<file path="src/rtl/router_1xn_core_if.sv">
// Signal bundle between the router core, its single source agent and the N destination readers.
interface router_1xn_core_if #(
    parameter int DATA_W    = 8,
    parameter int NUM_PORTS = 3
);
    logic [DATA_W-1:0]           d_in;
    logic                        pkt_valid;
    logic                        busy;
    logic                        error;
    logic [NUM_PORTS-1:0]        read_enb;
    logic [NUM_PORTS-1:0]        vld_out;
    logic [NUM_PORTS*DATA_W-1:0] d_out;

    modport master (output d_in, pkt_valid, read_enb,
                    input  busy, error, vld_out, d_out);
    modport slave  (input  d_in, pkt_valid, read_enb,
                    output busy, error, vld_out, d_out);
endinterface

</file>
<file path="src/rtl/router_1xn_core.sv">
// 1-to-N packet router: header-addressed write FSM with parity check feeding
// per-destination FIFOs that are flushed when their reader stalls too long.
//
// state       | meaning
// S_IDLE      | waiting for a header byte (pkt_valid=1)
// S_LOAD_DATA | storing payload/parity into the target FIFO
// S_DROP      | discarding a packet (bad destination or flushed target)
// S_CHECK     | one-cycle parity/error settle, source held off
module router_1xn_core #(
    parameter int DATA_W          = 8,
    parameter int NUM_PORTS       = 3,
    parameter int FIFO_DEPTH      = 16,
    parameter int SOFT_RST_CYCLES = 30
) (
    input  logic             clock,
    input  logic             resetn,
    router_1xn_core_if.slave bus
);
    localparam int ADDR_W    = (NUM_PORTS > 2) ? $clog2(NUM_PORTS) : 1;
    localparam int PAD_PORTS = 1 << ADDR_W;
    localparam int PTR_W     = $clog2(FIFO_DEPTH);
    localparam int CNT_W     = PTR_W + 1;
    localparam int TMR_W     = $clog2(SOFT_RST_CYCLES + 1);

    typedef enum logic [1:0] {S_IDLE, S_LOAD_DATA, S_DROP, S_CHECK} state_t;

    state_t              state_q, state_d;
    logic [ADDR_W-1:0]   dest_q, dest_d;
    logic [DATA_W-1:0]   parity_q, parity_d;
    logic                err_pend_q, err_pend_d;
    logic                error_q, error_d;

    logic [ADDR_W-1:0]   hdr_dest;
    logic                hdr_ok;
    logic                busy;
    logic                wr_req;
    logic [ADDR_W-1:0]   wr_port;
    logic [PAD_PORTS-1:0] full_pad, flush_pad;
    logic [NUM_PORTS-1:0] vld, flush, wr_en, rd_en;

    logic [CNT_W-1:0]    count_q  [NUM_PORTS];
    logic [PTR_W-1:0]    wr_ptr_q [NUM_PORTS];
    logic [PTR_W-1:0]    rd_ptr_q [NUM_PORTS];
    logic [TMR_W-1:0]    timer_q  [NUM_PORTS];
    logic [DATA_W-1:0]   dout_q   [NUM_PORTS];
    logic [DATA_W-1:0]   mem      [NUM_PORTS][FIFO_DEPTH];
    logic [NUM_PORTS*DATA_W-1:0] d_out_w;

    assign hdr_dest = bus.d_in[ADDR_W-1:0];
    assign hdr_ok   = (32'(hdr_dest) < 32'(NUM_PORTS));

    always_comb begin
        full_pad  = '0;
        flush_pad = '0;
        vld       = '0;
        flush     = '0;
        wr_en     = '0;
        rd_en     = '0;
        d_out_w   = '0;
        for (int i = 0; i < NUM_PORTS; i++) begin
            vld[i]       = (count_q[i] != '0);
            full_pad[i]  = (count_q[i] == CNT_W'(FIFO_DEPTH));
            flush[i]     = vld[i] && !bus.read_enb[i] &&
                           (timer_q[i] == TMR_W'(SOFT_RST_CYCLES - 1));
            flush_pad[i] = flush[i];
            wr_en[i]     = wr_req && (wr_port == ADDR_W'(i)) && !flush[i];
            rd_en[i]     = bus.read_enb[i] && vld[i] && !flush[i];
            d_out_w[i*DATA_W +: DATA_W] = dout_q[i];
        end
    end

    always_comb begin
        state_d    = state_q;
        dest_d     = dest_q;
        parity_d   = parity_q;
        err_pend_d = err_pend_q;
        error_d    = 1'b0;
        busy       = 1'b0;
        wr_req     = 1'b0;
        wr_port    = dest_q;
        case (state_q)
            S_IDLE: begin
                busy    = hdr_ok && full_pad[hdr_dest];
                wr_port = hdr_dest;
                if (bus.pkt_valid && !busy) begin
                    if (!hdr_ok) begin
                        err_pend_d = 1'b1;
                        state_d    = S_DROP;
                    end else if (flush_pad[hdr_dest]) begin
                        err_pend_d = 1'b0;
                        state_d    = S_DROP;
                    end else begin
                        wr_req   = 1'b1;
                        parity_d = bus.d_in;
                        dest_d   = hdr_dest;
                        state_d  = S_LOAD_DATA;
                    end
                end
            end
            S_LOAD_DATA: begin
                busy = full_pad[dest_q];
                if (!busy) begin
                    wr_req = 1'b1;
                    if (bus.pkt_valid) begin
                        parity_d = parity_q ^ bus.d_in;
                    end else begin
                        error_d = (bus.d_in != parity_q);
                        state_d = S_CHECK;
                    end
                end
                // A stalled reader abandons the packet: drop the remainder silently.
                if (flush_pad[dest_q]) begin
                    err_pend_d = 1'b0;
                    error_d    = 1'b0;
                    state_d    = (!busy && !bus.pkt_valid) ? S_CHECK : S_DROP;
                end
            end
            S_DROP: begin
                if (!bus.pkt_valid) begin
                    error_d    = err_pend_q;
                    err_pend_d = 1'b0;
                    state_d    = S_CHECK;
                end
            end
            S_CHECK: begin
                busy    = 1'b1;
                state_d = S_IDLE;
            end
            default: state_d = S_IDLE;
        endcase
    end

    always_ff @(posedge clock or negedge resetn) begin
        if (!resetn) begin
            state_q    <= S_IDLE;
            dest_q     <= '0;
            parity_q   <= '0;
            err_pend_q <= 1'b0;
            error_q    <= 1'b0;
        end else begin
            state_q    <= state_d;
            dest_q     <= dest_d;
            parity_q   <= parity_d;
            err_pend_q <= err_pend_d;
            error_q    <= error_d;
        end
    end

    always_ff @(posedge clock or negedge resetn) begin
        if (!resetn) begin
            for (int i = 0; i < NUM_PORTS; i++) begin
                count_q[i]  <= '0;
                wr_ptr_q[i] <= '0;
                rd_ptr_q[i] <= '0;
                timer_q[i]  <= '0;
                dout_q[i]   <= '0;
            end
        end else begin
            for (int i = 0; i < NUM_PORTS; i++) begin
                if (flush[i]) begin
                    count_q[i]  <= '0;
                    wr_ptr_q[i] <= '0;
                    rd_ptr_q[i] <= '0;
                    timer_q[i]  <= '0;
                    dout_q[i]   <= '0;
                end else begin
                    if (wr_en[i])
                        wr_ptr_q[i] <= wr_ptr_q[i] + PTR_W'(1);
                    if (rd_en[i]) begin
                        rd_ptr_q[i] <= rd_ptr_q[i] + PTR_W'(1);
                        dout_q[i]   <= mem[i][rd_ptr_q[i]];
                    end
                    count_q[i] <= count_q[i] + CNT_W'(wr_en[i]) - CNT_W'(rd_en[i]);
                    timer_q[i] <= (vld[i] && !bus.read_enb[i]) ? timer_q[i] + TMR_W'(1) : '0;
                end
            end
        end
    end

    always_ff @(posedge clock) begin
        for (int i = 0; i < NUM_PORTS; i++) begin
            if (wr_en[i])
                mem[i][wr_ptr_q[i]] <= bus.d_in;
        end
    end

    assign bus.busy    = busy;
    assign bus.error   = error_q;
    assign bus.vld_out = vld;
    assign bus.d_out   = d_out_w;
endmodule

</file>
<file path="src/flat_wrapper.sv">
// flat-port wrapper written by rule: the top's interface ports become plain ports
module router_1xn_core_flat 
#(
    parameter int DATA_W          = 8,
    parameter int NUM_PORTS       = 3,
    parameter int FIFO_DEPTH      = 16,
    parameter int SOFT_RST_CYCLES = 30
)
  (clock, resetn, bus_d_in, bus_pkt_valid, bus_read_enb, bus_busy, bus_error, bus_vld_out, bus_d_out);
  router_1xn_core_if #(.DATA_W(DATA_W), .NUM_PORTS(NUM_PORTS)) bus_i ();
  input  logic clock;
  input  logic resetn;
  input wire logic [$bits(bus_i.d_in)-1:0] bus_d_in;
  input wire logic [$bits(bus_i.pkt_valid)-1:0] bus_pkt_valid;
  input wire logic [$bits(bus_i.read_enb)-1:0] bus_read_enb;
  output wire logic [$bits(bus_i.busy)-1:0] bus_busy;
  output wire logic [$bits(bus_i.error)-1:0] bus_error;
  output wire logic [$bits(bus_i.vld_out)-1:0] bus_vld_out;
  output wire logic [$bits(bus_i.d_out)-1:0] bus_d_out;
  assign bus_i.d_in = bus_d_in;
  assign bus_i.pkt_valid = bus_pkt_valid;
  assign bus_i.read_enb = bus_read_enb;
  assign bus_busy = bus_i.busy;
  assign bus_error = bus_i.error;
  assign bus_vld_out = bus_i.vld_out;
  assign bus_d_out = bus_i.d_out;
  router_1xn_core #(.DATA_W(DATA_W), .NUM_PORTS(NUM_PORTS), .FIFO_DEPTH(FIFO_DEPTH), .SOFT_RST_CYCLES(SOFT_RST_CYCLES)) u_core (.clock(clock), .resetn(resetn), .bus(bus_i));
endmodule
</file>
<file path="config.mk">
export PLATFORM = sky130hd
export DESIGN_NAME = router_1xn_core_flat
export DESIGN_NICKNAME = d
export VERILOG_FILES = /design/src/rtl/router_1xn_core_if.sv /design/src/rtl/router_1xn_core.sv /design/src/flat_wrapper.sv
export SDC_FILE = /design/constraint.sdc
export NUM_CORES = 1
export LEC_CHECK = 0
export CORE_UTILIZATION = 56
export DETAILED_ROUTE_END_ITERATION = 16
export PLACE_DENSITY = 0.77
export SYNTH_ARGS = -nofsm -noshare
export SYNTH_HDL_FRONTEND = slang
export SYNTH_SLANG_ARGS = --single-unit
</file>
<file path="constraint.sdc">
create_clock -name clock -period 3.9 [get_ports clock]
set_input_delay 0.585 -clock clock [delete_from_list [all_inputs] [get_ports clock]]
set_output_delay 0.585 -clock clock [all_outputs]
set_load 0.03 [all_outputs]
</file>
[Yosys cells after proc, flatten, opt, wreduce, memory -nomap -nowiden]
Memories as Yosys holds them, arrays and structs flattened.
Cells that the tools add are included.
Storage, ports and cells
  flip-flop bits (word level): 92
  bits in writable memories: 384
  bits of input ports: 14
  output and inout port bits: 29
  word-level logic and storage cells: 223
  memories: 1
Memory list
  u_core.mem: words 3, width 128, read ports 3, clocked after Yosys merged registers in 0, write ports 1, RTL line router_1xn_core.sv:46  | logic [DATA_W-1:0] mem [NUM_PORTS][FIFO_DEPTH];
Operators by class
  add/subtract/negate cells: 15
  $lt $le $gt $ge: 12
  equality and inequality tests: 21
  muxes and demuxes: 94
  bitwise gates (word level): 8
  reduce and logical (&&, ||, !) cells: 52
Operator list (number)
  two-way mux 128 bit: 7
  OR reduction 128 bit: 2
  two-way mux 8 bit: 20
  binary-select mux 8 bit (select 4 bit): 3
  demux 8 bit (select 4 bit): 3
  two-way mux 4 bit: 12
  two-way mux 5 bit: 9
  == test 5 bit, second input constant: 6
  >= comparator 5 bit, second input constant: 6
  inverter 4 -> 5 bit: 6
  adder 4 x 1 -> 4 bit, second input constant: 6
  logical AND 1 bit: 24
  two-way mux 1 bit: 21
  two-way mux 2 bit: 9
  case mux 8 bit (2 select lines): 1
  adder 5 x 1 -> 5 bit: 3
  adder 5 x 1 -> 5 bit, second input constant: 3
  < comparator 5 x 1 -> 1 bit, second input constant: 3
  nonzero test 5 bit: 3
  subtractor 5 x 1 -> 5 bit: 3
  nonzero test 2 bit: 7
  logical NOT 1 bit: 9
  binary-select mux 1 bit (select 2 bit): 4
  != test 2 bit, second input constant: 4
  other kinds (18): 28

[Depth between registers and ports, before layout]
Gate-level depths: netlist of run 1.
  depth after elaboration: 16
  depth in mapped cells: 20
  gate-level depth less buffers: 18

[Worst setup path before layout of run 1]
No wires, ideal clock.
  kind: reg-to-reg
  from: register u_core.count_q[12] in the netlist's numbering
  to: register u_core.count_q[14] in the netlist's numbering
  setup time: 0.078 ns
  arrival time: 3.571 ns
  data required time: 3.822 ns
  slack: 0.251 ns
  cell stages (with the launch flop): 20
  buffers on the path: 1
  clock period less this slack: 3.649 ns
  cells stage by stage: dfrtp_1 inv_1 ha_1 and4bb_2 a221o_1 nor3b_4 o31ai_2 nor2_4 buf_2 inv_1 ha_1 inv_1 ha_1 inv_1 fa_1 inv_1 a21oi_1 nor2_1 or3_1 a21oi_1
Between the ends
  word-level cells in the longest chain between the ends: 14
  elaborated cells on any way between the ends: 26
  those cells by class: 2 x add/sub; 1 x eq/ne; 12 x mux; 11 x reduce/logical
Ends and longest elaborated chain
  from (decl): RTL line router_1xn_core.sv:41  | logic [CNT_W-1:0] count_q [NUM_PORTS];
  from (signal, indexed assignment): RTL line router_1xn_core.sv:173  | count_q[i] <= count_q[i] + CNT_W'(wr_en[i]) - CNT_W'(rd_en[i]);
  nonzero test 5 bit: RTL line router_1xn_core.sv:61  | vld[i] = (count_q[i] != '0);
  logical AND 1 bit (2 in series): RTL line router_1xn_core.sv:63  | flush[i] = vld[i] && !bus.read_enb[i] &&
  binary-select mux 1 bit (select 2 bit): RTL line router_1xn_core.sv:89  | end else if (flush_pad[hdr_dest]) begin
  two-way mux 1 bit (not written as such): RTL line router_1xn_core.sv:89
  two-way mux 1 bit: RTL line router_1xn_core.sv:89
  two-way mux 1 bit: RTL line router_1xn_core.sv:86  | if (!hdr_ok) begin
  two-way mux 1 bit: RTL line router_1xn_core.sv:85  | if (bus.pkt_valid && !busy) begin
  case mux 1 bit (2 select lines): RTL line router_1xn_core.sv:81  | case (state_q)
  logical AND 1 bit (2 in series): RTL line router_1xn_core.sv:66  | wr_en[i] = wr_req && (wr_port == ADDR_W'(i)) && !flush[i];
  adder 5 x 1 -> 5 bit: RTL line router_1xn_core.sv:173
  subtractor 5 x 1 -> 5 bit: RTL line router_1xn_core.sv:173
  two-way mux 5 bit (*): RTL line router_1xn_core.sv:160  | if (flush[i]) begin
Every way passes the cells marked *; elsewhere a longest branch is shown, timed or not. The select of a mux whose other input is x is not followed.
A chain may end at the register's enable or synchronous reset.

[Worst setup path in the final report of run 1]
  from: register u_core.count_q[13] in the netlist's numbering
  to: register u_core.count_q[14] in the netlist's numbering
Same word-level chain as after synthesis.

==> summary.md, run 1 <==
| Metric | Value |
|---|---|
| Period utilization | `0.930` |
| CP max stage cell | `a221o_1` |
| Post-synthesis register bit count | `476` |
| Initial Util | `0.573` |
| CP max FO | `6` |
| Detailed-route wire length | `40200 um` |
| Clk_skew | `0.0234 ns` |
| Antenna cells | `0` |
| CP arrival | `4.11 ns` |
| Fill cells | `2306` |
| Fmax | `0.276 GHz` |
| DIE HEIGHT | `191 um` |
| Reg clk slew, reported paths | `0.06 ns` |
| IO Pins | `43` |
| Post-synthesis cell count | `1147` |
| H-tree depth | `2` |
| Setup crit start kind | `flip-flop` |
| Vias in the first global route | `10800` |
| Setup violators final | `0` |
| Max stage delay on crit path | `~0.42 ns` |
| Largest net degree at the start of global routing | `52` |
| Worst IR Drop VDD | `roughly 0.0005 V` |
| Synth Cell Area | `19900 sq um` |
| Hold Crit Class | `input port to async pin` |
| Routed len/inst | `23.0 um` |
| Critical Path Sink Type | `flip-flop` |
| Fin Setup TNS | `0 ns` |
| DRT Pass-1 Iters | `5` |
| Minimum clock period | `3.63 ns` |
| NumNets Final | `1311` |
| Status | `completed` |
| Register area share after synthesis | `0.694` |
| Crit-path cells | `inv_1 > ha_1 > and4bb_2 > a221o_1 > nor3b_4 > o31ai_2 > nor2_4 > inv_1 > ha_1 > inv_1 > ha_1 > inv_1 > fa_1 > inv_1 > a21oi_1 > nor2_1 > or3_1 > a21oi_1` |
| GRT busiest layer | `met2` |
| Crit Path Class | `flip-flop to flip-flop` |
| CTS sink count | `476` |
| Fin. Hold Viols | `0` |
| Cell variety after synth | `58` |
| Top cell by count, worst path | `inv_1` |
| Num CTS Buffers | `47` |
| Die X | `191 um` |
| Post-CTS Setup Bufs | `0` |
| HPWL after detailed placement | `25900 um` |
| Most frequent cells in the layout | `384 x edfxtp_1, 120 x mux4_2, 87 x dfrtp_1, 82 x nand2_1, 68 x buf_4` |
| Clk_lat worst skew | `0.57 ns` |
| Clock Tree Buf Depth | `3` |
| GRT Total Usage | `0.231` |
| Slew HR | `0.401` |
| Via count | `10500` |
| Row count | `68` |
| DRC | `0` |
| Number of synthesized flops with an enable pin | `384` |
| Layout cells sized above 1 | `0.222` |
| Yosys warning total | `0` |
| CTS tree | `done` |
| Ys async rst share | `0.193` |
| CTS Hold Buffers Added | `0` |
| Hold slack | `0.0443 ns` |
| Worst slew pin tran | `0.899 ns` |
| Slew Viols, Final | `0` |
| MaxCap Viol Count | `0` |
| Critical Path RT | `approximately 4.4 ns` |
| Main flop type after synthesis | `edfxtp_1` |
| Met2 Use GR | `0.387` |
| Leak | `8.17 nW` |
| Root Driver | `clkbuf_16` |
| M3 GR Usage | `0.0326` |
| Most common cell after layout, fill and taps aside | `edfxtp_1` |
| Global-route wire length before repair | `~63000 um` |
| Antenna violations before repair | `1` |
| Synthesis-to-layout area growth | `14.0%` |
| Power per cell area | `about 710 nW/um^2` |
| Starting DRT DRC Count | `between 900 and 1000` |
| Core ar. | `~35000 sq um` |
| GR Layer Usage met1 | `0.321` |
| Syn nets | `1207` |
| Vias per inst | `6.01` |
| FF-to-FF setup slack | `0.27 ns` |
| Mean Syn Cell Area | `17.4 sq um` |
| IO buf count | `42` |
| RSZ-0062 raised after global routing | `no` |
| GP Congestion | `just over 0.9` |
| Post-cts repair resize count | `0` |
| Die area | `36300 sq um` |
| ANT nets after route | `0` |
| Remaining Overflow, GRT | `0` |
[kinds of logic (layout without fill, tap and decap cells)]
| logic type | count (synthesis) | after routing | share of synthesized area |
|---|---|---|---|
| buffers and inverters | 99 | 242 | 0.0203 |
| and+or+nand+nor | 280 | 280 | 0.0702 |
| DFF | 476 | 476 | 0.694 |
| xor gates and xnor gates | 34 | 34 | 0.0149 |
| AOI/OAI and AO/OA | 71 | 71 | 0.0240 |
| muxes | 141 | 141 | 0.146 |
| adders and majority gates | 46 | 46 | 0.0300 |
[per-stage QoR]
step / total power, mW / utilization / worst slack (ns) / instances / cell area (sq um)
detailed placement: 11.6 / 0.608 / 0.172 / 1657 / 21100
finish: 16.0 / 0.653 / 0.271 / 1745 / 22700
global placement: 11.4 / 0.608 / 0.190 / 1657 / 21100
CTS: 16.1 / 0.653 / 0.302 / 1745 / 22700
floorplan: 10.1 / - / 0.251 / 1147 / 19900
global route: 16.8 / 0.653 / 0.0155 / 1745 / 22700
[where the power goes]
group / switching, mW / leakage [nW] / internal [mW]
Combinational: 2.27 / 2.83 / 2.34
Clock: 1.88 / 0.761 / 2.65
Sequential: 0.809 / 4.58 / 6.09
[critical path: cells and delay by family, from the launching register on]
family | cells | cell delay [ns]
fa+ha+maj | 4 | 0.85
simple gates | 5 | 1.19
compound gates | 4 | 0.86
buf+inv | 5 | 0.29
flops | 1 | 0.37
[layer usage]
metal	up-vias	share of wire
met2	335	0.51
met4	0	0.022
li1	4648	-
met5	-	0
met3	68	0.051
met1	5430	0.42
[Yosys cell counts, types with 6 or more instances]
cell type	count	area share
nor2_1	64	0.012
xor2_1	26	0.011
xnor2_1	8	0.0035
mux2i_1	18	0.0090
buf_1	8	0.0015
nand4_1	7	0.0022
mux4_2	120	0.14
nor3_1	8	0.0020
or3_1	10	0.0031
nand2_1	82	0.015
nand3_1	46	0.012
dfrtp_1	92	0.12
inv_1	45	0.0085
edfxtp_1	384	0.58
o21ai_0	18	0.0045
and3_1	17	0.0053
and2_1	15	0.0047
nor2b_1	6	0.0019
clkbuf_1	35	0.0066
a21oi_1	23	0.0058
ha_1	43	0.027
buf_2	8	0.0020
[state kept, by name (all words and copies together) (netlist names)]
signal	cells
u_core.bus.d_out	24
u_core.bus.error	1
u_core.count_q	15
u_core.dest_q	2
u_core.err_pend_q	1
u_core.mem	384
u_core.parity_q	8
u_core.rd_ptr_q	12
u_core.state_q	2
u_core.timer_q	15
u_core.wr_ptr_q	12
[worst paths after layout]
check / depth (start not counted) / end / from
hold reg to reg: 1 / u_core.timer_q[0]$_DFF_PN0_ / u_core.timer_q[0]$_DFF_PN0_
max in group asynchronous: 2 / u_core.timer_q[10]$_DFF_PN0_ / resetn
setup / recovery: 18 / u_core.count_q[14]$_DFF_PN0_ / u_core.count_q[13]$_DFF_PN0_
hold / removal: 1 / u_core.bus.d_out[6]$_DFFE_PN0P_ / resetn
setup reg to reg: 18 / u_core.count_q[14]$_DFF_PN0_ / u_core.count_q[13]$_DFF_PN0_
min in group clock: 1 / u_core.timer_q[0]$_DFF_PN0_ / u_core.timer_q[0]$_DFF_PN0_
[area by class of cell]
class | instances | area (sq um) | share of cell area
flip-flops and latches | 476 | 13800 | 0.609
clock buffers | 58 | 1230 | 0.0540
inverters | 45 | 169 | 0.00744
clock inverters | 30 | 334 | 0.0147
multi-input cells | 572 | 5690 | 0.251
repair buffers | 109 | 881 | 0.0388
well taps | 455 | 569 | 0.0251
(Power assumes the default switching activity.)
==> inputs of run 2 (changes only) <==
- CORE_UTILIZATION: 56 -> 58
- CTS_BUF_LIST: default -> sky130_fd_sc_hd__clkbuf_4
- MAX_ROUTING_LAYER: default -> met4
- PLACE_DENSITY: 0.77 -> 0.79
==> run 2 against run 1 <==
Compared with the run above:
- sequential share of layout area rose by 0.097 points
- core utilization rose by 2.0 points
- cell count rose by 6.7%
- maximum frequency fell by 1.3%
- critical endpoint is now bus_busy
- highest routed layer unchanged
==> summary.md, run 2 (synthesized netlist as in run 1, its figures left out) <==
| Metric | Value |
|---|---|
| IO Pins | `43 (unchanged)` |
| Crit-path cells | `inv_1 > ha_1 > nor4bb_2 > nand3_1 > a21oi_1 > a211oi_1 > nor2_1 > clkdlybuf4s50_1 (was inv_1 > ha_1 > and4bb_2 > a221o_1 > nor3b_4 > o31ai_2 > nor2_4 > inv_1 > ha_1 > inv_1 > ha_1 > inv_1 > fa_1 > inv_1 > a21oi_1 > nor2_1 > or3_1 > a21oi_1)` |
| Clock Tree Buf Depth | `3 (unchanged)` |
| Routed len/inst | `21.9 um (was 23.0 um)` |
| Num CTS Buffers | `115 (was 47)` |
| HPWL after detailed placement | `25900 um (about the same)` |
| Worst slew pin tran | `0.882 ns (was 0.899 ns)` |
| ANT nets after route | `0 (unchanged)` |
| Largest net degree at the start of global routing | `53 (was 52)` |
| Period utilization | `0.943 (was 0.930)` |
| Critical Path RT | `3.31 ns (was 4.38 ns)` |
| Power per cell area | `688 nW/um^2 (was 706 nW/um^2)` |
| Hold Crit Class | `input port to flip-flop (was input port to async pin)` |
| Most frequent cells in the layout | `384 x edfxtp_1, 171 x clkbuf_4, 120 x mux4_2, 86 x dfrtp_1, 82 x nand2_1 (was 384 x edfxtp_1, 120 x mux4_2, 87 x dfrtp_1, 82 x nand2_1, 68 x buf_4)` |
| Vias per inst | `5.88 (was 6.01)` |
| Critical path endpoint | `bus_busy (was u_core.count_q[14]$_DFF_PN0_)` |
| DRC | `0 (unchanged)` |
| Core ar. | `33700 sq um (was 34800 sq um)` |
| Leak | `8.30 nW (was 8.17 nW)` |
| Antenna violations before repair | `1 (unchanged)` |
| Fin. Hold Viols | `0 (unchanged)` |
| CTS tree | `done (unchanged)` |
| DIE HEIGHT | `187 um (was 191 um)` |
| Setup violators final | `0 (unchanged)` |
| CP arrival | `3.09 ns (was 4.11 ns)` |
| Layout cells sized above 1 | `0.283 (was 0.222)` |
| RSZ-0062 raised after global routing | `no (unchanged)` |
| Initial Util | `0.591 (was 0.573)` |
| Die area | `35100 sq um (was 36300 sq um)` |
| R2r endpoint | `u_core.count_q[4]$_DFF_PN0_ (was u_core.count_q[14]$_DFF_PN0_)` |
| Slew HR | `0.412 (was 0.401)` |
| Placed insts | `1644 (was 1657)` |
| Status | `completed (unchanged)` |
| Synthesis-to-layout area growth | `13.8% (was 14.0%)` |
| Setup crit start kind | `flip-flop (unchanged)` |
| CP max stage cell | `clkdlybuf4s50_1 (was a221o_1)` |
| Remaining Overflow, GRT | `0 (unchanged)` |
| Fill cells | `2269 (was 2306)` |
| Root Driver | `clkbuf_4 (was clkbuf_16)` |
| Crit Path Class | `flip-flop to output port (was flip-flop to flip-flop)` |
| Starting DRT DRC Count | `961 (was 920)` |
| Detailed-route wire length | `40900 um (was 40200 um)` |
| MaxCap Viol Count | `0 (unchanged)` |
| Slew Viols, Final | `0 (unchanged)` |
| Reg clk slew, reported paths | `0.07 ns (was 0.06 ns)` |
| GP Congestion | `0.881 (was 0.919)` |
| Clk_skew | `0.0731 ns (was 0.0234 ns)` |
| Crit. Startpoint | `u_core.count_q[3]$_DFF_PN0_ (was u_core.count_q[13]$_DFF_PN0_)` |
| Final std cells w/o fill | `1862 (was 1745)` |
| Max stage delay on crit path | `0.71 ns (was 0.42 ns)` |
| Fin Setup TNS | `0 ns (unchanged)` |
| H-tree depth | `3 (was 2)` |
| IO buf count | `42 (unchanged)` |
| Minimum clock period | `3.68 ns (was 3.63 ns)` |
| Vias in the first global route | `11300 (was 10800)` |
| Via count | `10900 (was 10500)` |
| Critical Path Sink Type | `output port (was flip-flop)` |
| GRT Total Usage | `0.249 (was 0.231)` |
| Row count | `67 (was 68)` |
| Most common cell after layout, fill and taps aside | `edfxtp_1 (unchanged)` |
| Worst IR Drop VDD | `0.000503 V (was 0.000492 V)` |
| CP max FO | `3 (was 6)` |
| DRT Pass-1 Iters | `5 (unchanged)` |
| Reg-to-Reg Start | `u_core.count_q[12]$_DFF_PN0_ (was u_core.count_q[13]$_DFF_PN0_)` |
| CTS sink count | `476 (unchanged)` |
| Clk_lat worst skew | `0.78 ns (was 0.57 ns)` |
| FF-to-FF setup slack | `0.28 ns (was 0.27 ns)` |
| Die X | `187 um (was 191 um)` |
| Register-to-Register Path Depth | `18 (unchanged)` |
| NumNets Final | `1374 (was 1311)` |
| Max reg flops | `384 (unchanged)` |
| Fmax | `0.272 GHz (was 0.276 GHz)` |
| Global-route wire length before repair | `63900 um (was 62900 um)` |
==> run 2: per-layer routing <==
layer | wire (um) | GRT usage
met2 | 20500 | 0.399
met1 | 16800 | 0.324
met5 | 0 | -
met4 | 867 | 0.0798
met3 | 2700 | 0.0505
==> run 2: final cells by class <==
type / instances / area (sq um) / share of cell area
inverter: 45 / 169 / 0.00745
clock buffer: 171 / 1280 / 0.0566
clock inverter: 45 / 253 / 0.0111
sequential: 476 / 13800 / 0.610
timing repair buffer: 104 / 871 / 0.0384
tap: 448 / 561 / 0.0247
multi-input combinational: 572 / 5700 / 0.251
antenna: 1 / 2.50 / 0.000110
==> run 2: what timing repair did <==
action,CTS,global route
gates resized for setup,0,1
hold endpoints to repair,50,0
buffers inserted,0,0
hold buffers,1,0
setup endpoints to repair,0,1
==> run 2: worst min-delay path by stage <==
stage                                         start                               to  slack, ns  depth (start not counted)
finish                                  bus_d_in[1]      u_core.mem[0][65]$_DFFE_PP_       0.32                          2
global route                            bus_d_in[1]      u_core.mem[0][65]$_DFFE_PP_       0.27                          2
CTS                                     bus_d_in[1]       u_core.mem[0][1]$_DFFE_PP_       0.26                          2
detailed placement      u_core.timer_q[0]$_DFF_PN0_      u_core.timer_q[0]$_DFF_PN0_       0.49                          1
global placement    u_core.bus.d_out[7]$_DFFE_PN0P_  u_core.bus.d_out[7]$_DFFE_PN0P_       0.48                          2
floorplan                                    resetn  u_core.bus.d_out[0]$_DFFE_PN0P_       0.29                          0
==> run 2: worst max-delay path: cells and delay by family (launching register included) <==
kind / cells / cell delay (ns)
compound gates: 2 / 0.29
fa+ha+maj: 1 / 0.15
buf+inv: 2 / 0.79
flops: 1 / 0.39
simple gates: 3 / 0.68
==> run 2: per-stage QoR <==
stage	hold WS (ns)	total power, mW	instance area, sq um	util	setup slack [ns]
after floorplan	0.289	10.1	19900	-	0.251
after global placement	0.481	11.4	21100	0.627	0.216
after detailed placement	0.485	11.6	21100	0.627	0.109
after CTS	0.261	15.7	22700	0.673	0.0812
after global routing	0.274	16.5	22700	0.673	0.00795
final	0.324	15.6	22700	0.673	0.222
==> run 2: power breakdown <==
part / internal, mW / switching (mW)
logic: 2.34 / 2.21
registers: 6.08 / 0.847
clock network: 2.16 / 1.95
total: 10.6 / 5.01
